--- config.mk ---
export PLATFORM = sky130hd
export DESIGN_NAME = alpaca_phasecomp_ctrl_flat
export DESIGN_NICKNAME = d
export VERILOG_FILES = /design/src/rtl/alpaca_phasecomp_ctrl_pkg.sv /design/src/rtl/alpaca_phasecomp_ctrl_if.sv /design/src/rtl/alpaca_phasecomp_ctrl_phase_accum.sv /design/src/rtl/alpaca_phasecomp_ctrl.sv /design/src/flat_wrapper.sv
export SDC_FILE = /design/constraint.sdc
export NUM_CORES = 1
export LEC_CHECK = 0
export BUFFER_PORTS_ARGS = -buffer_cell sky130_fd_sc_hd__buf_2
export CELL_PAD_IN_SITES_DETAIL_PLACEMENT = 0
export CELL_PAD_IN_SITES_GLOBAL_PLACEMENT = 1
export CORE_MARGIN = 2
export CORE_UTILIZATION = 38
export DETAILED_ROUTE_END_ITERATION = 10
export GPL_TIMING_DRIVEN = 0
export PLACE_DENSITY_LB_ADDON = 0.1
export SLEW_MARGIN = 10
export SYNTH_ARGS = -nofsm -noshare
export SYNTH_HDL_FRONTEND = slang
export SYNTH_HIERARCHICAL = 1
export SYNTH_SLANG_ARGS = --single-unit
export TNS_END_PERCENT = 5
--- constraint.sdc ---
create_clock -name clk -period 2.15 [get_ports clk]
set_input_delay 0.43 -clock clk [delete_from_list [all_inputs] [get_ports clk]]
set_output_delay 0.43 -clock clk [all_outputs]
set_load 0.02 [all_outputs]
--- src/rtl/alpaca_phasecomp_ctrl_pkg.sv ---
// Shared types and helpers for the OS-PFB phase-compensation controller.
// Provides the controller state encoding and the modular phase-step add.
package alpaca_constants_pkg;

    typedef enum logic [1:0] {
        IDLE = 2'd0,
        FILL = 2'd1,
        RUN  = 2'd2
    } ctrl_state_t;

    // (shift + dec_fac) mod fft_len for shift < fft_len and dec_fac < fft_len:
    // one widened add and at most one conditional subtract.
    function automatic logic [31:0] phase_step(
        input logic [31:0] shift,
        input logic [31:0] dec_fac,
        input logic [31:0] fft_len
    );
        logic [32:0] sum;
        sum = {1'b0, shift} + {1'b0, dec_fac};
        if (sum >= {1'b0, fft_len}) begin
            sum = sum - {1'b0, fft_len};
        end
        return sum[31:0];
    endfunction

endpackage

--- src/rtl/alpaca_phasecomp_ctrl_if.sv ---
// Stream/RAM-control bundle of the phase-compensation controller.
// Optional macro ALPACA_PHASECOMP_CTRL_ROTATE_EN adds the phasecomp_en signal.
interface alpaca_phasecomp_ctrl_if #(
    parameter int unsigned FFT_LEN = 32
);
    localparam int unsigned AW = $clog2(2 * FFT_LEN);
    localparam int unsigned CW = $clog2(FFT_LEN);

    logic          s_tvalid;
    logic          s_tready;
    logic          wr_en;
    logic [AW-1:0] wr_addr;
    logic          rd_en;
    logic [AW-1:0] rd_addr;
    logic          m_tvalid;
    logic          m_tready;
    logic          m_tlast;
    logic          m_tuser;
    logic [CW-1:0] shift;
`ifdef ALPACA_PHASECOMP_CTRL_ROTATE_EN
    logic          phasecomp_en;

    modport master (
        input  s_tvalid, m_tready, phasecomp_en,
        output s_tready, wr_en, wr_addr, rd_en, rd_addr,
               m_tvalid, m_tlast, m_tuser, shift
    );

    modport slave (
        output s_tvalid, m_tready, phasecomp_en,
        input  s_tready, wr_en, wr_addr, rd_en, rd_addr,
               m_tvalid, m_tlast, m_tuser, shift
    );
`else
    modport master (
        input  s_tvalid, m_tready,
        output s_tready, wr_en, wr_addr, rd_en, rd_addr,
               m_tvalid, m_tlast, m_tuser, shift
    );

    modport slave (
        output s_tvalid, m_tready,
        input  s_tready, wr_en, wr_addr, rd_en, rd_addr,
               m_tvalid, m_tlast, m_tuser, shift
    );
`endif
endinterface

--- src/rtl/alpaca_phasecomp_ctrl_phase_accum.sv ---
// Per-frame phase table: shift of the frame being written (wshift) and of
// the frame being read (rshift), stepped once per frame wrap.
module alpaca_phase_accum
    import alpaca_constants_pkg::*;
#(
    parameter int unsigned FFT_LEN = 32,
    parameter int unsigned DEC_FAC = 24
) (
    input  logic                       clk,
    input  logic                       rst,
    input  logic                       frame_wrap,
    output logic [$clog2(FFT_LEN)-1:0] wshift,
    output logic [$clog2(FFT_LEN)-1:0] rshift
);
    localparam int unsigned CW = $clog2(FFT_LEN);

    logic [CW-1:0] wshift_q, wshift_d;
    logic [CW-1:0] rshift_q, rshift_d;

    // On a wrap the written frame becomes the read frame and the next frame advances by DEC_FAC.
    always_comb begin
        wshift_d = wshift_q;
        rshift_d = rshift_q;
        if (frame_wrap) begin
            rshift_d = wshift_q;
            wshift_d = CW'(phase_step(32'(wshift_q), 32'(DEC_FAC), 32'(FFT_LEN)));
        end
    end

    // Phase registers, synchronous active-low reset.
    always_ff @(posedge clk) begin
        if (!rst) begin
            wshift_q <= '0;
            rshift_q <= '0;
        end else begin
            wshift_q <= wshift_d;
            rshift_q <= rshift_d;
        end
    end

    assign wshift = wshift_q;
    assign rshift = rshift_q;

endmodule

--- src/rtl/alpaca_phasecomp_ctrl.sv ---
// Address/enable sequencer for the ping-pong phase-compensation RAM.
// Frame n is written to bank b and read back from bank !b during frame n+1,
// circularly rotated by that frame's shift.
// Optional macro ALPACA_PHASECOMP_CTRL_ROTATE_EN adds phasecomp_en (rotation bypass).
module alpaca_phasecomp_ctrl
    import alpaca_constants_pkg::*;
#(
    parameter int unsigned FFT_LEN = 32,
    parameter int unsigned DEC_FAC = 24,
    parameter int unsigned RAM_LAT = 1
) (
    input  logic                    clk,
    input  logic                    rst,
    alpaca_phasecomp_ctrl_if.master bus
);
    localparam int unsigned CW = $clog2(FFT_LEN);

    if (RAM_LAT != 1) begin : g_ram_lat_check
        $error("alpaca_phasecomp_ctrl supports RAM_LAT == 1 only");
    end

    ctrl_state_t   state_q, state_d;
    logic          b_q, b_d;
    logic [CW-1:0] wcnt_q, wcnt_d;
    logic          m_tvalid_q, m_tvalid_d;
    logic          m_tlast_q, m_tlast_d;
    logic          m_tuser_q, m_tuser_d;

    logic          s_tready;
    logic          accept;
    logic          wrap;
    logic          rd_en;
    logic [CW-1:0] rot;
    logic [CW-1:0] wshift;
    logic [CW-1:0] rshift;

`ifdef ALPACA_PHASECOMP_CTRL_ROTATE_EN
    logic          rot_en_q, rot_en_d;
    logic          rot_live;
`endif

    alpaca_phase_accum #(
        .FFT_LEN (FFT_LEN),
        .DEC_FAC (DEC_FAC)
    ) u_phase_accum (
        .clk        (clk),
        .rst        (rst),
        .frame_wrap (wrap),
        .wshift     (wshift),
        .rshift     (rshift)
    );

    // Handshake, strobes, addresses, FSM next state and output-register next values.
    always_comb begin
        state_d    = state_q;
        b_d        = b_q;
        wcnt_d     = wcnt_q;
        m_tvalid_d = m_tvalid_q;
        m_tlast_d  = m_tlast_q;
        m_tuser_d  = m_tuser_q;

        s_tready = !m_tvalid_q || bus.m_tready;
        // Gating with rst keeps the reset cycle free of strobes.
        accept   = rst && bus.s_tvalid && s_tready;
        wrap     = accept && (wcnt_q == CW'(FFT_LEN - 1));
        rd_en    = accept && (state_q == RUN);

`ifdef ALPACA_PHASECOMP_CTRL_ROTATE_EN
        // Enable is latched on a frame's first beat so a frame is never half-rotated.
        rot_en_d = rot_en_q;
        rot_live = (wcnt_q == '0) ? bus.phasecomp_en : rot_en_q;
        if (accept && (wcnt_q == '0)) begin
            rot_en_d = bus.phasecomp_en;
        end
        rot = rot_live ? rshift : '0;
`else
        rot = rshift;
`endif

        if (accept) begin
            wcnt_d = wcnt_q + CW'(1);
        end
        if (wrap) begin
            b_d = !b_q;
        end

        unique case (state_q)
            IDLE:    if (accept) state_d = FILL;
            FILL:    if (wrap)   state_d = RUN;
            RUN:     state_d = RUN;
            default: state_d = IDLE;
        endcase

        if (s_tready) begin
            m_tvalid_d = rd_en;
            m_tuser_d  = rd_en && (wcnt_q == '0);
            m_tlast_d  = rd_en && (wcnt_q == CW'(FFT_LEN - 1));
        end
    end

    // State and output registers, synchronous active-low reset.
    always_ff @(posedge clk) begin
        if (!rst) begin
            state_q    <= IDLE;
            b_q        <= 1'b0;
            wcnt_q     <= '0;
            m_tvalid_q <= 1'b0;
            m_tlast_q  <= 1'b0;
            m_tuser_q  <= 1'b0;
`ifdef ALPACA_PHASECOMP_CTRL_ROTATE_EN
            rot_en_q   <= 1'b1;
`endif
        end else begin
            state_q    <= state_d;
            b_q        <= b_d;
            wcnt_q     <= wcnt_d;
            m_tvalid_q <= m_tvalid_d;
            m_tlast_q  <= m_tlast_d;
            m_tuser_q  <= m_tuser_d;
`ifdef ALPACA_PHASECOMP_CTRL_ROTATE_EN
            rot_en_q   <= rot_en_d;
`endif
        end
    end

    assign bus.s_tready = s_tready;
    assign bus.wr_en    = accept;
    assign bus.wr_addr  = accept ? {b_q, wcnt_q} : '0;
    assign bus.rd_en    = rd_en;
    assign bus.rd_addr  = rd_en ? {!b_q, CW'(wcnt_q + rot)} : '0;
    assign bus.m_tvalid = m_tvalid_q;
    assign bus.m_tlast  = m_tlast_q;
    assign bus.m_tuser  = m_tuser_q;
    assign bus.shift    = rshift;

endmodule

--- src/flat_wrapper.sv ---
// flat-port wrapper written by rule: the top's interface ports become plain ports
module alpaca_phasecomp_ctrl_flat import alpaca_constants_pkg::*;
#(
    parameter int unsigned FFT_LEN = 32,
    parameter int unsigned DEC_FAC = 24,
    parameter int unsigned RAM_LAT = 1
)
  (clk, rst, bus_s_tvalid, bus_m_tready, bus_s_tready, bus_wr_en, bus_wr_addr, bus_rd_en, bus_rd_addr, bus_m_tvalid, bus_m_tlast, bus_m_tuser, bus_shift);
  alpaca_phasecomp_ctrl_if #(.FFT_LEN(FFT_LEN)) bus_i ();
  input  logic clk;
  input  logic rst;
  input wire logic [$bits(bus_i.s_tvalid)-1:0] bus_s_tvalid;
  input wire logic [$bits(bus_i.m_tready)-1:0] bus_m_tready;
  output wire logic [$bits(bus_i.s_tready)-1:0] bus_s_tready;
  output wire logic [$bits(bus_i.wr_en)-1:0] bus_wr_en;
  output wire logic [$bits(bus_i.wr_addr)-1:0] bus_wr_addr;
  output wire logic [$bits(bus_i.rd_en)-1:0] bus_rd_en;
  output wire logic [$bits(bus_i.rd_addr)-1:0] bus_rd_addr;
  output wire logic [$bits(bus_i.m_tvalid)-1:0] bus_m_tvalid;
  output wire logic [$bits(bus_i.m_tlast)-1:0] bus_m_tlast;
  output wire logic [$bits(bus_i.m_tuser)-1:0] bus_m_tuser;
  output wire logic [$bits(bus_i.shift)-1:0] bus_shift;
  assign bus_i.s_tvalid = bus_s_tvalid;
  assign bus_i.m_tready = bus_m_tready;
  assign bus_s_tready = bus_i.s_tready;
  assign bus_wr_en = bus_i.wr_en;
  assign bus_wr_addr = bus_i.wr_addr;
  assign bus_rd_en = bus_i.rd_en;
  assign bus_rd_addr = bus_i.rd_addr;
  assign bus_m_tvalid = bus_i.m_tvalid;
  assign bus_m_tlast = bus_i.m_tlast;
  assign bus_m_tuser = bus_i.m_tuser;
  assign bus_shift = bus_i.shift;
  alpaca_phasecomp_ctrl #(.FFT_LEN(FFT_LEN), .DEC_FAC(DEC_FAC), .RAM_LAT(RAM_LAT)) u_core (.clk(clk), .rst(rst), .bus(bus_i));
endmodule
=== Word-level counts from Yosys, hierarchy flattened ===
Cells that the tools add are included.

* Add/subtract/negate cells: 4
* Multipliers: 0
* Divide/modulo/power cells: 0
* Order comparisons: 1
* Equality and inequality tests: 5
* Shifts and indexed selects: 0
* Mux-type cells: 6
* Bitwise gates (word level): 0
* Reduce and logical (&&, ||, !) cells: 12

{| class="wikitable"
|+ Operators by type and width
! kind !! number
|-
| 2-to-1 mux 6 bit || 2
|-
| adder 5 x 5 -> 6 bit (second input constant) || 1
|-
| greater-or-equal comparator 6 bit (second input constant) || 1
|-
| logical AND 1 bit || 6
|-
| case mux 2 bit (3 select lines) || 1
|-
| adder 5 x 1 -> 5 bit (second input constant) || 1
|-
| adder 5 bit || 1
|-
| equality test 5 bit (second input constant) || 1
|-
| logical NOT 5 bit || 1
|-
| 2-to-1 mux 5 bit || 1
|-
| subtractor 5 x 1 -> 5 bit (second input constant) || 1
|-
| 2-to-1 mux 2 bit || 2
|-
| equality test 2 x 1 -> 1 bit (second input constant) || 1
|-
| equality test 2 bit (second input constant) || 1
|-
| logical NOT 1 bit || 2
|-
| logical NOT 2 bit || 1
|-
| inequality test 2 x 1 -> 1 bit (second input constant) || 1
|-
| inequality test 2 bit (second input constant) || 1
|-
| AND reduction 2 bit || 1
|-
| logical OR 1 bit || 1
|}

* Flip-flop bits (word level): 21
* Bits in latches: 0
* Memory bits (writable): 0
* Bits in read-only memories: 0
* Output and inout bits: 23
* Word-level logic and storage cells: 36
* Memories: 0

=== Logic depth before layout (Yosys ltp) ===
* Word-level depth: 6
* Mapped depth: 7
* Depth with buffers taken out: 7

=== Cells and area by module ===
Netlist, hierarchy kept.

{| class="wikitable"
|+ By module, submodules not included
! module !! times used !! cells each !! area each (um^2) !! sequential area each (um^2)
|-
| alpaca_phasecomp_ctrl || 1 || 88 || 817.0 || 220.2
|-
| alpaca_phase_accum || 1 || 21 || 202.7 || 80.1
|}

=== Worst setup path after synthesis ===
OpenSTA, ideal clock, no wires.

* Kind: reg2out
* Start point: register u_core.m_tvalid_q (netlist: u_core/bus.m_tvalid)
* End point: output port bus_rd_addr[2]
* Arrival: 1252 ps
* Required time: 1720 ps
* Setup slack: 468 ps
* Stages on the path, launching flop included: 7
* Cell sequence: dfxtp_1 -> nor2b_2 -> inv_6 -> nand2_8 -> inv_8 -> nand2_2 -> nor2_1

* Longest elaborated chain between the ends: 5

{| class="wikitable"
|+ RTL lines
! element !! line !! source
|-
| start, declared || alpaca_phasecomp_ctrl.sv:25 || <nowiki>logic m_tvalid_q, m_tvalid_d;</nowiki>
|-
| start signal, assigned || alpaca_phasecomp_ctrl.sv:117 || <nowiki>m_tvalid_q <= m_tvalid_d;</nowiki>
|-
| logical NOT 1 bit || alpaca_phasecomp_ctrl.sv:62 || <nowiki>s_tready = !m_tvalid_q || bus.m_tready;</nowiki>
|-
| logical OR 1 bit || alpaca_phasecomp_ctrl.sv:62 ||
|-
| via bus_s_tready || flat_wrapper.sv:14 || <nowiki>output wire logic [$bits(bus_i.s_tready)-1:0] bus_s_tready;</nowiki>
|-
| logical AND 1 bit || alpaca_phasecomp_ctrl.sv:64 || <nowiki>accept = rst && bus.s_tvalid && s_tready;</nowiki>
|-
| via bus_wr_en || flat_wrapper.sv:15 || <nowiki>output wire logic [$bits(bus_i.wr_en)-1:0] bus_wr_en;</nowiki>
|-
| logical AND 1 bit || alpaca_phasecomp_ctrl.sv:66 || <nowiki>rd_en = accept && (state_q == RUN);</nowiki>
|-
| 2-to-1 mux 6 bit || alpaca_phasecomp_ctrl.sv:130 || <nowiki>assign bus.rd_addr = rd_en ? {!b_q, CW'(wcnt_q + rot)} : '0;</nowiki>
|-
| end, declared || flat_wrapper.sv:18 || <nowiki>output wire logic [$bits(bus_i.rd_addr)-1:0] bus_rd_addr;</nowiki>
|}

The timed path passes the listed nets, and every way through them passes these cells.

=== Worst setup path in the final report ===
* Start point: register u_core.m_tvalid_q (netlist: u_core/bus.m_tvalid)
* End point: output port bus_rd_addr[4]

* Longest elaborated chain between the ends: 5

{| class="wikitable"
|+ RTL lines
! element !! line
|-
| logical NOT 1 bit || alpaca_phasecomp_ctrl.sv:62
|-
| logical OR 1 bit || alpaca_phasecomp_ctrl.sv:62
|-
| logical AND 1 bit || alpaca_phasecomp_ctrl.sv:64
|-
| logical AND 1 bit || alpaca_phasecomp_ctrl.sv:66
|-
| 2-to-1 mux 6 bit || alpaca_phasecomp_ctrl.sv:130
|}

Every way passes these cells.

==> run_results.csv <==
group,metric,value,unit
run_status,outcome,"complete, no violations",
hold_path,min_path_type,"input port to flip-flop",
logic_synthesis,synthesis.area,997.2,um2
final_layout,postLayoutCoreUtil,47.78,%
die,core_area,0.002477,mm2
setup_path,slowest_stage,"dfxtp_1",
setup_path,r2r_slack,440,ps
cts,hold_buffers,0,
cts,clk_path_buf_depth,2,
placement,hpwl,1471,um
final_layout,antenna_cells,0,
die,start_util,40.25,%
final_layout,regArea,300.3,um2
detailed_routing,vias,796,
setup_path,crit_arrival,1500,ps
final_layout,final.fill_count,265,
setup_path,rr_endpoint,"u_core/u_phase_accum/rshift[4]",
die,die_w,55.23,um
grt,grtUsageTotal,13.96,%
sta,rsz0062_at_grt,"no",
grt,grt_max_degree,11,
setup_path,cp_top_family,"simple AND/OR/NAND/NOR gates",
cts,cts_tree,"built",
setup_path,cp_data_required_time,1720,ps
power,power_leakage,0.6206,nW
final_layout,multi_input_area,619.3,um2
sta,slew_viol_final,0,
setup_path,path_class,"flip-flop to output pin",
sta,finalWorstSetupSlack,221.8,ps
sta,hold_slack,448.5,ps
cts,cts_made_buffers,3,
setup_path,cp-startpoint,"u_core/bus.m_tvalid",
grt,antenna_found_initial,0,
cts,clkSinkCount,15,
detailed_routing,drt-vias-per-instance,4.824,
die,pin_count,27,
setup_path,r2r_start,"u_core/wcnt_q[1]",
cts,clockRootBuffer,"clkbuf_4",
sta,finClkSkew,4.075,ps
die,die-area,0.003050,mm2
setup_path,cp-end-kind,"output pin",
cts,clk_latency,280,ps
setup_path,crit_fanout,10,
cts,clk_pin_slew_worst_paths,90,ps
die,die_y,55.23,um
run,timing.max_cap.violations,0,
cts,post_cts_buffers,0,
final_layout,drive_above_1_share,28.89,%
sta,period_share,89.68,%
sta,timing.fmax,518.6,MHz
detailed_routing,wl_per_cell,11.89,um
final_layout,final_nets,151,
grt,grt_overflow,0,
hold_path,worstHoldStart,"rst",
detailed_routing,drt_iter0_drc,16,
logic_synthesis,avgSynthCellArea,9.408,um2
logic_synthesis,syn-instance-count,106,
sta,setup_tns,0,ps
sta,fin_crit,1928,ps
placement,globalplace.congestion,0.7356,
setup_path,cp-start-kind,"flip-flop",
sta,hold_violations,0,
setup_path,worst_r2r_path_depth,7,
final_layout,area_growth,18.70,%
sta,setup_viol,0,
placement,place_ws,250.9,ps
power,powerDensity,466.8,mW/mm2
detailed_routing,drc,0,
grt,grt_pass1_vias,767,
detailed_routing,final_antenna_net_count,0,
hold_path,holdPathEnd,"u_core/u_phase_accum/wshift[3]",
logic_synthesis,yosysWarnings,6,
hold_path,hold_path_depth,2,
cts,htreeDepth,1,
power,vdd_drop_max,0.3204,mV
detailed_routing,firstDrtPassIters,2,
setup_path,critPathBufInv,3,
grt,grt_pass1_wl,3491,um
setup_path,cpPeakStageDelay,330,ps
cts,cts_resized,0,
placement,port_buffers,23,
detailed_routing,drt-total-wl,1962,um
die,std_cell_rows,18,
setup_path,crit_chain,"nor2b_2, inv_6, nand2_8, inv_8, nand2_2, nor2_1, buf_2",
-- final cells by class --
type | count | share of cell area, %
inverter | 8 | 3.594
timing repair buffer | 23 | 9.725
tap | 30 | 3.171
clock buffer | 4 | 2.220
sequential | 15 | 25.37
multi-input combinational | 80 | 52.33
buffer | 5 | 3.594
-- worst reg2reg max path: stages (launching register included) --
cell and delay (ps):
dfxtp_1 460, ha_1 210, and3_1 170, ha_1 220, nand3_4 120, inv_1 170
mux2i_1 210, nor2b_1 60
-- layout by cell type (no fill, tap or decap), types with 2 or more instances in the layout --
master     n
inv_1      6
nor2b_1    5
buf_4      3
dfxtp_1   15
a21oi_1    3
a21o_1     3
nand3_1    3
conb_1     3
mux2i_1    3
and2_1     5
nand2_1    7
clkbuf_4   3
buf_2     24
xnor2_1    7
ha_1      10
a32oi_1    2
nor2_1     6
and3_1     7
-- registers in the layout, summed over array words and instances (netlist names) --
name / cells
u_core/wcnt_q: 5
u_core/state_q: 2
u_core/u_phase_accum/rshift: 2
u_core/u_phase_accum/wshift: 2
u_core/b_q: 1
u_core/bus.m_tlast: 1
u_core/bus.m_tuser: 1
u_core/bus.m_tvalid: 1
-- worst max path at each step --
stage / cells past startpoint / slack, ps / end
2_1_floorplan: 6 / 470 / bus_rd_addr[2]
3_3_place_gp: 8 / 270 / bus_rd_addr[5]
3_5_place_dp: 8 / 250 / bus_rd_addr[5]
4_1_cts: 7 / 200 / bus_rd_addr[4]
5_1_grt: 7 / 110 / bus_rd_addr[5]
6_report: 7 / 220 / bus_rd_addr[4]
-- through the flow --
step / cell area (um2) / power, mW / std cells
2_1_floorplan: 1005 / 0.3792 / 108
6_report: 1184 / 0.5526 / 165
3_5_place_dp: 1157 / 0.4020 / 161
5_1_grt: 1184 / 0.5942 / 165
4_1_cts: 1184 / 0.5631 / 165
3_3_place_gp: 1157 / 0.4012 / 161
-- power by group --
part           internal (mW)  total [mW]  leakage, nW  switching (mW)
registers              0.285       0.293        0.121         0.00785
logic                 0.0464       0.103        0.484          0.0566
clock network         0.0719       0.157       0.0150          0.0849
total                  0.403       0.553        0.621           0.149
-- per-layer routing --
layer	track usage, %	up-vias	part of all wire, %
li1	-	413	-
met1	17.66	366	48
met2	22.62	15	47
met3	3.044	2	4.5
met4	6.272	0	0.56
met5	0	-	0
(Power assumes the default switching activity.)
